File: src/rtl/seg7_pkg.sv
// Shared constants for seven-segment displays: segment patterns for the
// ten decimal digits, the dash and blank patterns, and the digit slot map.
package seg7_pkg;

    // Segment order is {g,f,e,d,c,b,a}; a 0 bit lights the segment.
    localparam logic [6:0] SEG_0    = 7'h40;
    localparam logic [6:0] SEG_1    = 7'h79;
    localparam logic [6:0] SEG_2    = 7'h24;
    localparam logic [6:0] SEG_3    = 7'h30;
    localparam logic [6:0] SEG_4    = 7'h19;
    localparam logic [6:0] SEG_5    = 7'h12;
    localparam logic [6:0] SEG_6    = 7'h02;
    localparam logic [6:0] SEG_7    = 7'h78;
    localparam logic [6:0] SEG_8    = 7'h00;
    localparam logic [6:0] SEG_9    = 7'h10;
    localparam logic [6:0] SEG_DASH = 7'h3F;
    localparam logic [6:0] SEG_OFF  = 7'h7F;

    localparam logic [3:0] AN_OFF   = 4'b1111;

    typedef logic [1:0] slot_t;

    // Slot number equals the anode index it drives.
    localparam slot_t SLOT_SCORE_ONE = 2'd0;
    localparam slot_t SLOT_SCORE_TEN = 2'd1;
    localparam slot_t SLOT_BEST_ONE  = 2'd2;
    localparam slot_t SLOT_BEST_TEN  = 2'd3;

    // Active-low one-hot anode pattern for a slot.
    function automatic logic [3:0] an_for_slot(input slot_t slot);
        return ~(4'b0001 << slot);
    endfunction

endpackage

File: src/rtl/bcd_to_seg7.sv
// Combinational BCD to seven-segment decoder (active-low segments).
// Non-decimal codes 10..15 show a dash so corrupt counter values are visible.
module bcd_to_seg7
    import seg7_pkg::*;
(
    input  logic [3:0] digit,
    output logic [6:0] seg
);

    // Pure lookup; every code maps to a defined pattern.
    always_comb begin
        seg = SEG_DASH;
        case (digit)
            4'd0:    seg = SEG_0;
            4'd1:    seg = SEG_1;
            4'd2:    seg = SEG_2;
            4'd3:    seg = SEG_3;
            4'd4:    seg = SEG_4;
            4'd5:    seg = SEG_5;
            4'd6:    seg = SEG_6;
            4'd7:    seg = SEG_7;
            4'd8:    seg = SEG_8;
            4'd9:    seg = SEG_9;
            default: seg = SEG_DASH;
        endcase
    end

endmodule

File: src/rtl/score_seg7_display.sv
// Four-digit multiplexed score/best-score display driver.
// Digits are snapshotted once per frame so a frame never mixes old and new
// values; tens digits can be zero-blanked and the score digits can blink.
module score_seg7_display
    import seg7_pkg::*;
#(
    parameter int REFRESH_DIV  = 100000,
    parameter int BLINK_FRAMES = 128
) (
    input  logic       clk,
    input  logic       reset,
    input  logic [3:0] score_one,
    input  logic [3:0] score_ten,
    input  logic [3:0] best_one,
    input  logic [3:0] best_ten,
    input  logic       blank_zero,
    input  logic       blink,
    output logic [3:0] an,
    output logic [6:0] seg,
    output logic       dp
);

    localparam int DIV_W = (REFRESH_DIV > 1) ? $clog2(REFRESH_DIV) : 1;
    localparam int FRM_W = (BLINK_FRAMES > 1) ? $clog2(BLINK_FRAMES) : 1;
    localparam logic [DIV_W-1:0] DIV_LAST = DIV_W'(REFRESH_DIV - 1);
    localparam logic [FRM_W-1:0] FRM_LAST = FRM_W'(BLINK_FRAMES - 1);

    logic [DIV_W-1:0] div_count_reg;
    logic [FRM_W-1:0] frame_count_reg;
    slot_t            slot_reg;
    logic             blink_phase_reg;
    logic [3:0]       shadow_reg [4];
    logic [3:0]       digit_in   [4];

    logic       tick;
    logic       frame_end;
    logic [3:0] cur_digit;
    logic [6:0] dec_seg;
    logic       blink_blank;
    logic       zero_blank;
    logic       blanked;

    assign tick      = (div_count_reg == DIV_LAST);
    assign frame_end = tick && (slot_reg == SLOT_BEST_TEN);

    assign digit_in[SLOT_SCORE_ONE] = score_one;
    assign digit_in[SLOT_SCORE_TEN] = score_ten;
    assign digit_in[SLOT_BEST_ONE]  = best_one;
    assign digit_in[SLOT_BEST_TEN]  = best_ten;

    // Slot-period divider, free running.
    always_ff @(posedge clk or negedge reset) begin
        if (!reset) begin
            div_count_reg <= '0;
        end else if (tick) begin
            div_count_reg <= '0;
        end else begin
            div_count_reg <= div_count_reg + 1'b1;
        end
    end

    // Slot pointer advances at the end of each slot period and wraps 3 -> 0.
    always_ff @(posedge clk or negedge reset) begin
        if (!reset) begin
            slot_reg <= SLOT_SCORE_ONE;
        end else if (tick) begin
            slot_reg <= slot_reg + 2'd1;
        end
    end

    // Shadow digits reload only at the frame boundary (tear-free frames).
    generate
        for (genvar gi = 0; gi < 4; gi++) begin : g_shadow
            // Per-digit snapshot register.
            always_ff @(posedge clk or negedge reset) begin
                if (!reset) begin
                    shadow_reg[gi] <= 4'd0;
                end else if (frame_end) begin
                    shadow_reg[gi] <= digit_in[gi];
                end
            end
        end
    endgenerate

    // Blink timing: count frames while blinking, toggle phase on wrap;
    // held at zero whenever blinking is off so each blink starts visible.
    always_ff @(posedge clk or negedge reset) begin
        if (!reset) begin
            frame_count_reg <= '0;
            blink_phase_reg <= 1'b0;
        end else if (!blink) begin
            frame_count_reg <= '0;
            blink_phase_reg <= 1'b0;
        end else if (frame_end) begin
            if (frame_count_reg == FRM_LAST) begin
                frame_count_reg <= '0;
                blink_phase_reg <= ~blink_phase_reg;
            end else begin
                frame_count_reg <= frame_count_reg + 1'b1;
            end
        end
    end

    assign cur_digit = shadow_reg[slot_reg];

    bcd_to_seg7 u_decoder (
        .digit (cur_digit),
        .seg   (dec_seg)
    );

    // Blank decision for the current slot.
    always_comb begin
        blink_blank = blink && blink_phase_reg &&
                      ((slot_reg == SLOT_SCORE_ONE) || (slot_reg == SLOT_SCORE_TEN));
        zero_blank  = blank_zero && (cur_digit == 4'd0) &&
                      ((slot_reg == SLOT_SCORE_TEN) || (slot_reg == SLOT_BEST_TEN));
        blanked     = blink_blank || zero_blank;
    end

    // Registered pin drivers, reloaded every cycle from the current slot.
    always_ff @(posedge clk or negedge reset) begin
        if (!reset) begin
            an  <= AN_OFF;
            seg <= SEG_OFF;
            dp  <= 1'b1;
        end else if (blanked) begin
            an  <= AN_OFF;
            seg <= SEG_OFF;
            dp  <= 1'b1;
        end else begin
            an  <= an_for_slot(slot_reg);
            seg <= dec_seg;
            dp  <= (slot_reg == SLOT_BEST_ONE) ? 1'b0 : 1'b1;
        end
    end

endmodule

File: config.mk
export PLATFORM = sky130hd
export DESIGN_NAME = score_seg7_display
export DESIGN_NICKNAME = d
export VERILOG_FILES = /design/src/rtl/seg7_pkg.sv /design/src/rtl/bcd_to_seg7.sv /design/src/rtl/score_seg7_display.sv
export SDC_FILE = /design/constraint.sdc
export NUM_CORES = 1
export LEC_CHECK = 0
export CAP_MARGIN = 30
export CORE_UTILIZATION = 50
export CTS_CLUSTER_DIAMETER = 40
export DETAILED_ROUTE_END_ITERATION = 8
export HOLD_SLACK_MARGIN = 0.1
export PLACE_DENSITY = 0.76
export RECOVER_POWER = 25
export SLEW_MARGIN = 0
export SYNTH_ARGS = -nofsm -noshare
export SYNTH_HDL_FRONTEND = slang
export SYNTH_HIERARCHICAL = 1
export SYNTH_SLANG_ARGS = --single-unit
File: constraint.sdc
create_clock -name clk -period 2.1 [get_ports clk]
set_clock_uncertainty 0.15 [all_clocks]
set_input_delay 0.315 -clock clk [delete_from_list [all_inputs] [get_ports clk]]
set_output_delay 0.315 -clock clk [all_outputs]
set_load 0.03 [all_outputs]
==> reports/results.txt <==
slowest stage cell, crit path -> mux4_2
main combinational cell family by area after synthesis -> simple AND/OR/NAND/NOR gates
Post-Syn Area -> 2820 um2
IO Port Bufs -> 31
Min-Delay Path Depth -> 1
CTS tree -> yes
Via density -> 5.31
NumNets Final -> 308
nature of the critical path startpoint -> register
Synth cell types -> 52
number of flops mapped to enable cells by yosys -> 0
worst-margin pin slew -> 1.16 ns
Routed WL -> 4880 um
first-pass GRT wire length -> 8360 um
asr flop ratio synth -> 100%
post-synthesis mux area share -> 13.2%
number of buffers and inverters on the critical path -> 1
Chip Width -> 77.0 um
CTS root buf -> clkbuf_8
max reg flops -> 17
R2R depth -> 6
post-route antenna net violation count -> 0
Worst EP arrival -> 2.07 ns
worst reg2reg endpoint -> seg[1]
Final HPWL DP -> 3450 um
fin. max-slew vios -> 0
Util after Layout -> 61.9%
syn_nets -> 272
Syn Area/Cell -> 11.7 um2
clock sink count -> 54
Compound-Gate Fraction of Synth Area -> 4.22%
WS Path Type -> reg -> reg
Synth Area in Adders -> 4.89%
Seq/Total Area, Yosys -> 48.5%
Antenna Cells -> 0
hold_sp -> shadow_reg[2]
CP Data Required Time -> 2.18 ns
pwr/cell area -> 571 nW/um2
initial antenna violation count -> 0
pin count of the biggest net entering global routing -> 55
DRC -> 0
crit end category -> register
final worst path period share -> 94.7%
core outline area -> 5270 um2
RePlAce Congestion -> 0.763
Worst slew margin -> 22.9%
Clock Latency Late Sink -> 0.31 ns
YS warnings -> 6
Lkg Pwr -> 0.00144 uW
via count of the first global-routing pass -> 1760
drt initial violations -> 90
reg-to-reg startpoint -> slot_reg[0]
R2R setup slack -> 0.11 ns
Die Y -> 77.0 um
worst hold slack -> 0.362 ns
Peak supply drop -> 0.404 mV
top cells by area, synth -> dfrtp_1 38%, dfstp_2 10%, ha_1 4.9%
top cell type's share of synthesized area -> 38.2%
worst-path cell chain -> mux4_2 -> inv_1 -> ha_1 -> nor2_1 -> nor2_1 -> nand2b_1
xor and xnor area share after synthesis -> 4.36%
Max Buffers Root-to-Sink -> 2
most common cell in the synthesized netlist -> dfrtp_1
area grow syn2layout -> 15.9%
Max-Cap Viols -> 0
WL per Instance -> 14.0 um
CP peak stage delay -> 0.61 ns
layout cell share with drive strength beyond 1 -> 19.4%
GR Util All Layers -> 17.9%
Row Count -> 26
Crit Path Max Fanout -> 7
outcome -> finished clean
number of H-tree levels -> 2
Initial Util -> 53.4%
hold endpoint -> shadow_reg[2]
Final Hold Viols -> 0
num ports -> 32
top_reg_cell synth -> dfrtp_1
total power -> 1860 uW
CTS Buf Count -> 5
setup tns final -> 0 ns
count of state elements after synthesis -> 54
Synth Instances -> 241
CTS clk-pin slew, worst paths -> 0.10 ns
Max Clock Freq -> 0.503 GHz
min Tclk post-route -> 1.99 ns
via count -> 1849
Synth top cells by count -> 43 x dfrtp_1, 22 x nand2_1, 13 x nand3_1, 12 x nand2b_1, 12 x nor2_1
CP top delay family -> multiplexers
# setup viols final -> 0
hold crit path type -> reg -> reg
Synth Area in Simple Gates -> 20.4%
Yosys top cell by area -> dfrtp_1
GRT overflow -> 0
Crit path top cell by count -> nor2_1
first drt pass iteration count -> 4
Die ar. -> 5930 um2
-- layer usage --
metal	routed length, um	up-vias	part of all wire (%)	track usage, %
li1	-	914	-	-
met1	2420	898	50	25.9
met2	2260	32	46	27.1
met3	152	5	3.1	3.33
met4	42	0	0.86	5.66
met5	0	-	0	0
-- worst max-delay path by stage --
stage                      from  endpoint  slack [ns]  depth (start not counted)
finish              slot_reg[0]    seg[1]        0.11                          6
global route        slot_reg[0]    seg[1]      -0.003                          6
CTS                 slot_reg[0]    seg[1]       0.008                          6
detailed placement  slot_reg[0]    seg[5]        0.04                          6
global placement    slot_reg[0]    seg[1]        0.09                          6
floorplan           slot_reg[0]    seg[1]        0.12                          7
-- logic make-up (layout without fill, tap and decap cells) --
family,Yosys count,count (layout)
compound gates,18,18
xor+xnor,14,14
fa+ha+maj,11,11
buf+inv,20,57
flops,54,54
mux,27,27
simple gates,97,97
-- what timing repair did --
action,in CTS,in global routing
setup buffers,0,1
hold endpoints to repair,43,0
hold buffers,1,0
gates resized for setup,0,1
endpoints found under the setup margin,0,8
-- layout make-up --
cell class | instances | area, um2
flip-flops and latches | 54 | 1370
clock buffers | 6 | 72.6
repair buffers | 38 | 358
multi-input cells | 167 | 1320
clock inverters | 2 | 13.8
well taps | 70 | 87.6
fillers | 437 | 2010
inverters | 11 | 41.3
-- placed cells by master, fill, tap and decap left out, types with 3 or more instances in the layout --
cell type / count
dfrtp_1: 42
clkdlybuf4s50_1: 30
nand2_1: 22
nand3_1: 13
nor2_1: 12
nand2b_1: 12
inv_1: 11
xnor2_1: 11
ha_1: 11
dfstp_2: 11
mux2_4: 8
mux2_2: 8
mux2i_1: 7
nand4_1: 6
nor3_1: 6
o21ai_0: 5
clkbuf_8: 5
buf_4: 5
mux4_2: 4
and4_1: 3
xor2_1: 3
or3_1: 3
a21oi_1: 3
-- per-stage QoR --
stage | setup slack [ns] | area (um2) | instances
final | 0.111 | 3260 | 348
after detailed placement | 0.0365 | 3170 | 338
after global routing | -0.00289 | 3260 | 348
after CTS | 0.00817 | 3270 | 347
after floorplan | 0.122 | 2820 | 241
after global placement | 0.0945 | 3170 | 338
-- where the power goes --
group          internal (uW)  leakage, uW  total, uW  switching, uW
combinational            101     0.000731        192           91.6
clock                    236    0.0000452        576            340
sequential              1080     0.000662       1090           16.2
(Power assumes the default switching activity.)
